File: src/rtl/regfile_pkg.sv
// Shared types and defaults for the multi-port register file.
// The slice helper keeps the port packing identical in the RTL and its users.
package regfile_pkg;

   typedef enum logic {CLEAR, READY} regfileState_e;

   localparam int DEF_DATA_W = 32;
   localparam int DEF_ADDR_W = 5;
   localparam int DEF_NUM_RD = 2;

   function automatic int sliceOffset(input int port, input int width);
      return port * width;
   endfunction

endpackage

File: src/rtl/regfile_mp_if.sv
// Decode/writeback side of the register file: read ports, writeback and reservations.
// master drives addresses and writes; slave is the register file itself.
interface regfile_mp_if
   import regfile_pkg::*;
#(
   parameter int DATA_W = DEF_DATA_W,
   parameter int ADDR_W = DEF_ADDR_W,
   parameter int NUM_RD = DEF_NUM_RD
);

   logic [NUM_RD*ADDR_W-1:0] rd_addr;
   logic [NUM_RD*DATA_W-1:0] rd_data;
   logic [NUM_RD-1:0]        rd_busy;
   logic                     wr_en;
   logic [ADDR_W-1:0]        wr_addr;
   logic [DATA_W-1:0]        wr_data;
   logic                     rsv_en;
   logic [ADDR_W-1:0]        rsv_addr;
   logic                     init_busy;

   modport master (
      output rd_addr, wr_en, wr_addr, wr_data, rsv_en, rsv_addr,
      input  rd_data, rd_busy, init_busy
   );

   modport slave (
      input  rd_addr, wr_en, wr_addr, wr_data, rsv_en, rsv_addr,
      output rd_data, rd_busy, init_busy
   );

endinterface

File: src/rtl/regfile_scoreboard.sv
// One pending bit per register: set by a reservation, cleared by its writeback.
// A reservation beats a same-cycle writeback because it names the newer producer.
module regfile_scoreboard #(
   parameter int ADDR_W   = 5,
   parameter int ZERO_REG = 1
) (
   input  logic                  clk,
   input  logic                  rst,
   input  logic                  enable,
   input  logic                  setEn,
   input  logic [ADDR_W-1:0]     setAddr,
   input  logic                  clrEn,
   input  logic [ADDR_W-1:0]     clrAddr,
   output logic [2**ADDR_W-1:0]  pending
);

   localparam int DEPTH = 2**ADDR_W;

   always_ff @(posedge clk) begin
      if (!rst) begin
         pending <= '0;
      end else if (enable) begin
         for (int i = 0; i < DEPTH; i++) begin
            if (setEn && setAddr == ADDR_W'(i) && !(ZERO_REG != 0 && i == 0)) begin
               pending[i] <= 1'b1;
            end else if (clrEn && clrAddr == ADDR_W'(i)) begin
               pending[i] <= 1'b0;
            end
         end
      end
   end

endmodule

File: src/rtl/regfile_mp.sv
// Parametrised register file with N combinational read ports, write bypass,
// optional hardwired zero register, post-reset clear sweep and hazard scoreboard.
module regfile_mp
   import regfile_pkg::*;
#(
   parameter int DATA_W   = DEF_DATA_W,
   parameter int ADDR_W   = DEF_ADDR_W,
   parameter int NUM_RD   = DEF_NUM_RD,
   parameter int ZERO_REG = 1
) (
   input  logic          clk,
   input  logic          rst,
   regfile_mp_if.slave   bus
);

   localparam int DEPTH = 2**ADDR_W;

   logic [DATA_W-1:0] mem [DEPTH];
   regfileState_e     state;
   logic [ADDR_W-1:0] cnt;
   logic              initBusy;
   logic              ready;
   logic [DEPTH-1:0]  pending;

   // Reset is folded in so the file reads as busy from the very first cycle of reset.
   assign initBusy      = !rst || state == CLEAR;
   assign ready         = rst && state == READY;
   assign bus.init_busy = initBusy;

   always_ff @(posedge clk) begin
      if (!rst) begin
         state <= CLEAR;
         cnt   <= '0;
      end else if (state == CLEAR) begin
         cnt <= cnt + 1'b1;
         if (cnt == ADDR_W'(DEPTH - 1)) begin
            state <= READY;
         end
      end
   end

   always_ff @(posedge clk) begin
      if (rst && state == CLEAR) begin
         mem[cnt] <= '0;
      end else if (ready && bus.wr_en && !(ZERO_REG != 0 && bus.wr_addr == '0)) begin
         mem[bus.wr_addr] <= bus.wr_data;
      end
   end

   regfile_scoreboard #(
      .ADDR_W   (ADDR_W),
      .ZERO_REG (ZERO_REG)
   ) u_scoreboard (
      .clk     (clk),
      .rst     (rst),
      .enable  (ready),
      .setEn   (bus.rsv_en),
      .setAddr (bus.rsv_addr),
      .clrEn   (bus.wr_en),
      .clrAddr (bus.wr_addr),
      .pending (pending)
   );

   // Each port resolves independently; a same-cycle writeback both forwards data and clears the hazard.
   for (genvar p = 0; p < NUM_RD; p++) begin : g_rd
      logic [ADDR_W-1:0] addr;
      logic [DATA_W-1:0] data;
      logic              hit;

      assign addr = bus.rd_addr[sliceOffset(p, ADDR_W) +: ADDR_W];
      assign hit  = bus.wr_en && bus.wr_addr == addr;

      always_comb begin
         data = mem[addr];
         if (initBusy) begin
            data = '0;
         end else if (ZERO_REG != 0 && addr == '0) begin
            data = '0;
         end else if (hit) begin
            data = bus.wr_data;
         end
      end

      assign bus.rd_data[sliceOffset(p, DATA_W) +: DATA_W] = data;
      assign bus.rd_busy[p] = !initBusy && pending[addr] && !hit;
   end

endmodule

File: src/flat_wrapper.sv
// flat-port wrapper written by rule: the top's interface ports become plain ports
module regfile_mp_flat import regfile_pkg::*;
#(
   parameter int DATA_W   = DEF_DATA_W,
   parameter int ADDR_W   = DEF_ADDR_W,
   parameter int NUM_RD   = DEF_NUM_RD,
   parameter int ZERO_REG = 1
)
  (clk, rst, bus_rd_addr, bus_wr_en, bus_wr_addr, bus_wr_data, bus_rsv_en, bus_rsv_addr, bus_rd_data, bus_rd_busy, bus_init_busy);
  regfile_mp_if #(.DATA_W(DATA_W), .ADDR_W(ADDR_W), .NUM_RD(NUM_RD)) bus_i ();
  input  logic clk;
  input  logic rst;
  input wire logic [$bits(bus_i.rd_addr)-1:0] bus_rd_addr;
  input wire logic [$bits(bus_i.wr_en)-1:0] bus_wr_en;
  input wire logic [$bits(bus_i.wr_addr)-1:0] bus_wr_addr;
  input wire logic [$bits(bus_i.wr_data)-1:0] bus_wr_data;
  input wire logic [$bits(bus_i.rsv_en)-1:0] bus_rsv_en;
  input wire logic [$bits(bus_i.rsv_addr)-1:0] bus_rsv_addr;
  output wire logic [$bits(bus_i.rd_data)-1:0] bus_rd_data;
  output wire logic [$bits(bus_i.rd_busy)-1:0] bus_rd_busy;
  output wire logic [$bits(bus_i.init_busy)-1:0] bus_init_busy;
  assign bus_i.rd_addr = bus_rd_addr;
  assign bus_i.wr_en = bus_wr_en;
  assign bus_i.wr_addr = bus_wr_addr;
  assign bus_i.wr_data = bus_wr_data;
  assign bus_i.rsv_en = bus_rsv_en;
  assign bus_i.rsv_addr = bus_rsv_addr;
  assign bus_rd_data = bus_i.rd_data;
  assign bus_rd_busy = bus_i.rd_busy;
  assign bus_init_busy = bus_i.init_busy;
  regfile_mp #(.DATA_W(DATA_W), .ADDR_W(ADDR_W), .NUM_RD(NUM_RD), .ZERO_REG(ZERO_REG)) u_core (.clk(clk), .rst(rst), .bus(bus_i));
endmodule
File: config.mk
export PLATFORM = sky130hd
export DESIGN_NAME = regfile_mp_flat
export DESIGN_NICKNAME = d
export VERILOG_FILES = /design/src/rtl/regfile_pkg.sv /design/src/rtl/regfile_mp_if.sv /design/src/rtl/regfile_scoreboard.sv /design/src/rtl/regfile_mp.sv /design/src/flat_wrapper.sv
export SDC_FILE = /design/constraint.sdc
export NUM_CORES = 1
export LEC_CHECK = 0
export ABC_AREA = 0
export ABC_CLOCK_PERIOD_IN_PS = 6300
export CORE_MARGIN = 10
export CORE_UTILIZATION = 25
export CTS_CLUSTER_DIAMETER = 200
export CTS_CLUSTER_SIZE = 14
export DETAILED_ROUTE_END_ITERATION = 8
export PLACE_DENSITY = 0.47
export SKIP_LAST_GASP = 1
export SYNTH_ARGS = -nofsm -noshare
export SYNTH_HDL_FRONTEND = slang
export SYNTH_SLANG_ARGS = --single-unit
File: constraint.sdc
create_clock -name clk -period 6.3 [get_ports clk]
set_input_delay 1.575 -clock clk [delete_from_list [all_inputs] [get_ports clk]]
set_output_delay 1.575 -clock clk [all_outputs]
set_load 0.01 [all_outputs]
==> flow_summary.ini <==
[run_status]
outcome = finished, final reports clean

[grt]
grt_pass1_vias = 30900
grt_pass1_wl_um = 251000
grt_max_degree = 46
antenna_found_initial = 3
grtUsageTotal = 0.157
grt.overflow.total = 0

[sta]
period_share = 0.976
setup_tns_ps = 0
finalSetupViolations = 0
fin_crit_ps = 6150
grt_setup_unrepaired = false
holdWs_ps = 499
timing.final.hold_violations = 0
fin_skew_ps = 21.4
relSlewSlack = 0.227
maxClockFrequency_ghz = 0.163
slew_violations = 0
tightest_slew_ps = 1160

[cts]
cts.sinks = 1061
postCtsSetupBuffers = 0
cts_resized = 0
h-tree-depth = 3
root_buffer = clkbuf_16
cts_buffers = 85
clkTransAtPathRegs_ps = 70
cts_tree = done
clkLatencyLatePin_ps = 710
cts_hold_buffers = 0
clockBufferDepth = 3

[floorplan]
start_util = 0.251
design.core.area_um2 = 202000
boundaryPins = 123
rows = 165
die_height_um = 470
fp.dieW_um = 470
die_area_um2 = 221000

[logic_synthesis]
yosys_warnings = 0
synth.net_count = 2823
syn_avg_cell_area_um2 = 18.3
synth_cell_types = 51
synth_enable_flop_cells = 1024
synth_area_leaders = edfxtp_1 (61%), mux4_2 (21%), mux2i_1 (4.9%)
mappedNetlistArea_um2 = 50700
yosysTopAreaCell = edfxtp_1
synth_top_area_share = 0.607
async_flop_share = 0
syn_inst = 2765
synth_ff_type = edfxtp_1
ys_ff_latch = 1061
yosysSeqAreaShare = 0.621

[routing]
drt_iter0_drc = 2630
via_per_inst = 5.24
wl_per_cell_um = 31.8
ant_nets = 0
vias = 29700
drt-total-wl_um = 180000
dr.pass1.iters = 7
drc = 0

[cells_and_area]
final_nets = 3035
syn_to_final_growth_pct = 16.5
fin_cells = 5662
drive_gt1_frac = 0.284

[placement]
gp_congestion = 0.776
dp.final_hpwl_um = 109000
io_buffers = 122
placed_cells = 5562

[setup_path]
required_ps = 4720
critPathKind = in2out
crit_path_end_kind = primary output
ff2ff_setup_slack_ps = 2900
crit_fanout = 13
cp-start-kind = input port
worst-endpoint-arrival_ps = 4580

[flow_run]
maxCapViolations = 0

[pwr]
total_power_w = 0.0136
power_density_nw_per_um2 = 230
cellLeakagePower_nw = 17.4
ir_drop_mv = 0.192

[worst_hold_path]
hp-class = reg2reg
[logic make-up after synthesis]
group	after synthesis	share of synthesized area
simple gates	301	0.0296
compound gates	442	0.0667
xor+xnor	12	0.00207
flops	1061	0.621
fa+ha+maj	2	0.000494
buf+inv	234	0.0245
mux	713	0.255
[flip-flops by register name, indices dropped and copies added (netlist names)]
name and count:
u_core.cnt 5, u_core.state 1, u_core.u_scoreboard.pending 31, u_core.mem 1024
[critical path, stage by stage]
cell	delay, ps
clkdlybuf4s50_1	500
buf_4	180
xnor2_1	80
nand4_1	120
buf_4	150
o211ai_4	110
buf_12	190
a211oi_1	880
a211o_1	200
clkdlybuf4s50_1	570
[worst paths after layout]
check,start,to,cells past startpoint
worst max-delay path,bus_wr_addr[2],bus_rd_data[52],10
worst min-delay path,u_core.u_scoreboard.pending[31],u_core.u_scoreboard.pending[31],2
worst max register to register,u_core.state,u_core.mem[21][13],6
worst min register to register,u_core.u_scoreboard.pending[31],u_core.u_scoreboard.pending[31],2
[through the flow]
| step | setup WS (ps) | util | instance area [um2] |
|---|---|---|---|
| after detailed placement | 165 | 0.281 | 56800 |
| after CTS | 144 | 0.292 | 59100 |
| after global placement | -213 | 0.281 | 56800 |
| final | 149 | 0.292 | 59100 |
| after global routing | 135 | 0.292 | 59100 |
| after floorplan | 1370 | - | 50700 |
[final cells by class]
class,instances,area [um2]
inverter,5,23.8
antenna,1,2.50
sequential,1061,31500
clock buffer,94,2220
fill,19900,143000
multi-input combinational,1470,18200
clock inverter,5,47.5
tap,2672,3340
timing repair buffer,354,3690
[synth_stat cells, types with 12 or more instances]
cell type and n:
nor2_1 48, nand2_1 101, clkbuf_1 95, o21ai_0 31, mux2i_1 246, buf_2 71
edfxtp_1 1024, mux4_2 463, a21boi_0 31, dfxtp_1 37, a211o_1 64, xnor2_1 12
and2_1 57, a211oi_1 153, o22ai_1 59, buf_4 29, buf_6 21, nor2b_1 60
o221ai_1 86
[layout by cell type (no fill, tap or decap), drive strengths merged, types with 2 or more instances in the layout]
cell type	instances
o211ai	4
nor3	4
or2	4
nor2b	60
nand3	7
xnor2	12
nand3b	2
and3	4
clkinv	2
mux2i	246
mux4	463
a211oi	153
edfxtp	1024
mux2	4
clkdlybuf4s50	114
nand2	101
a21oi	2
a31oi	2
ha	2
a21boi	31
nand4	2
and2	58
nand2b	8
a211o	64
inv	8
dfxtp	37
nor2	48
o21ai	34
o22ai	59
o221ai	86
clkbuf	94
buf	240
[report_power, final]
part           switching, W  internal, W  total (W)
Combinational      0.000551     0.000377   0.000927
Clock               0.00249      0.00248    0.00497
Sequential        0.0000187      0.00766    0.00768
Total               0.00306       0.0105     0.0136
[layer usage]
| layer | vias to the layer above | routed length, um | share of wire | GRT usage |
|---|---|---|---|---|
| li1 | 12200 | - | - | - |
| met3 | 258 | 8190 | 0.046 | 0.0163 |
| met2 | 958 | 91800 | 0.51 | 0.278 |
| met4 | 0 | 6840 | 0.038 | 0.0569 |
| met5 | - | 0 | 0 | 0 |
| met1 | 16300 | 73000 | 0.41 | 0.199 |
Note: power is estimated with default switching activity, not from simulation.
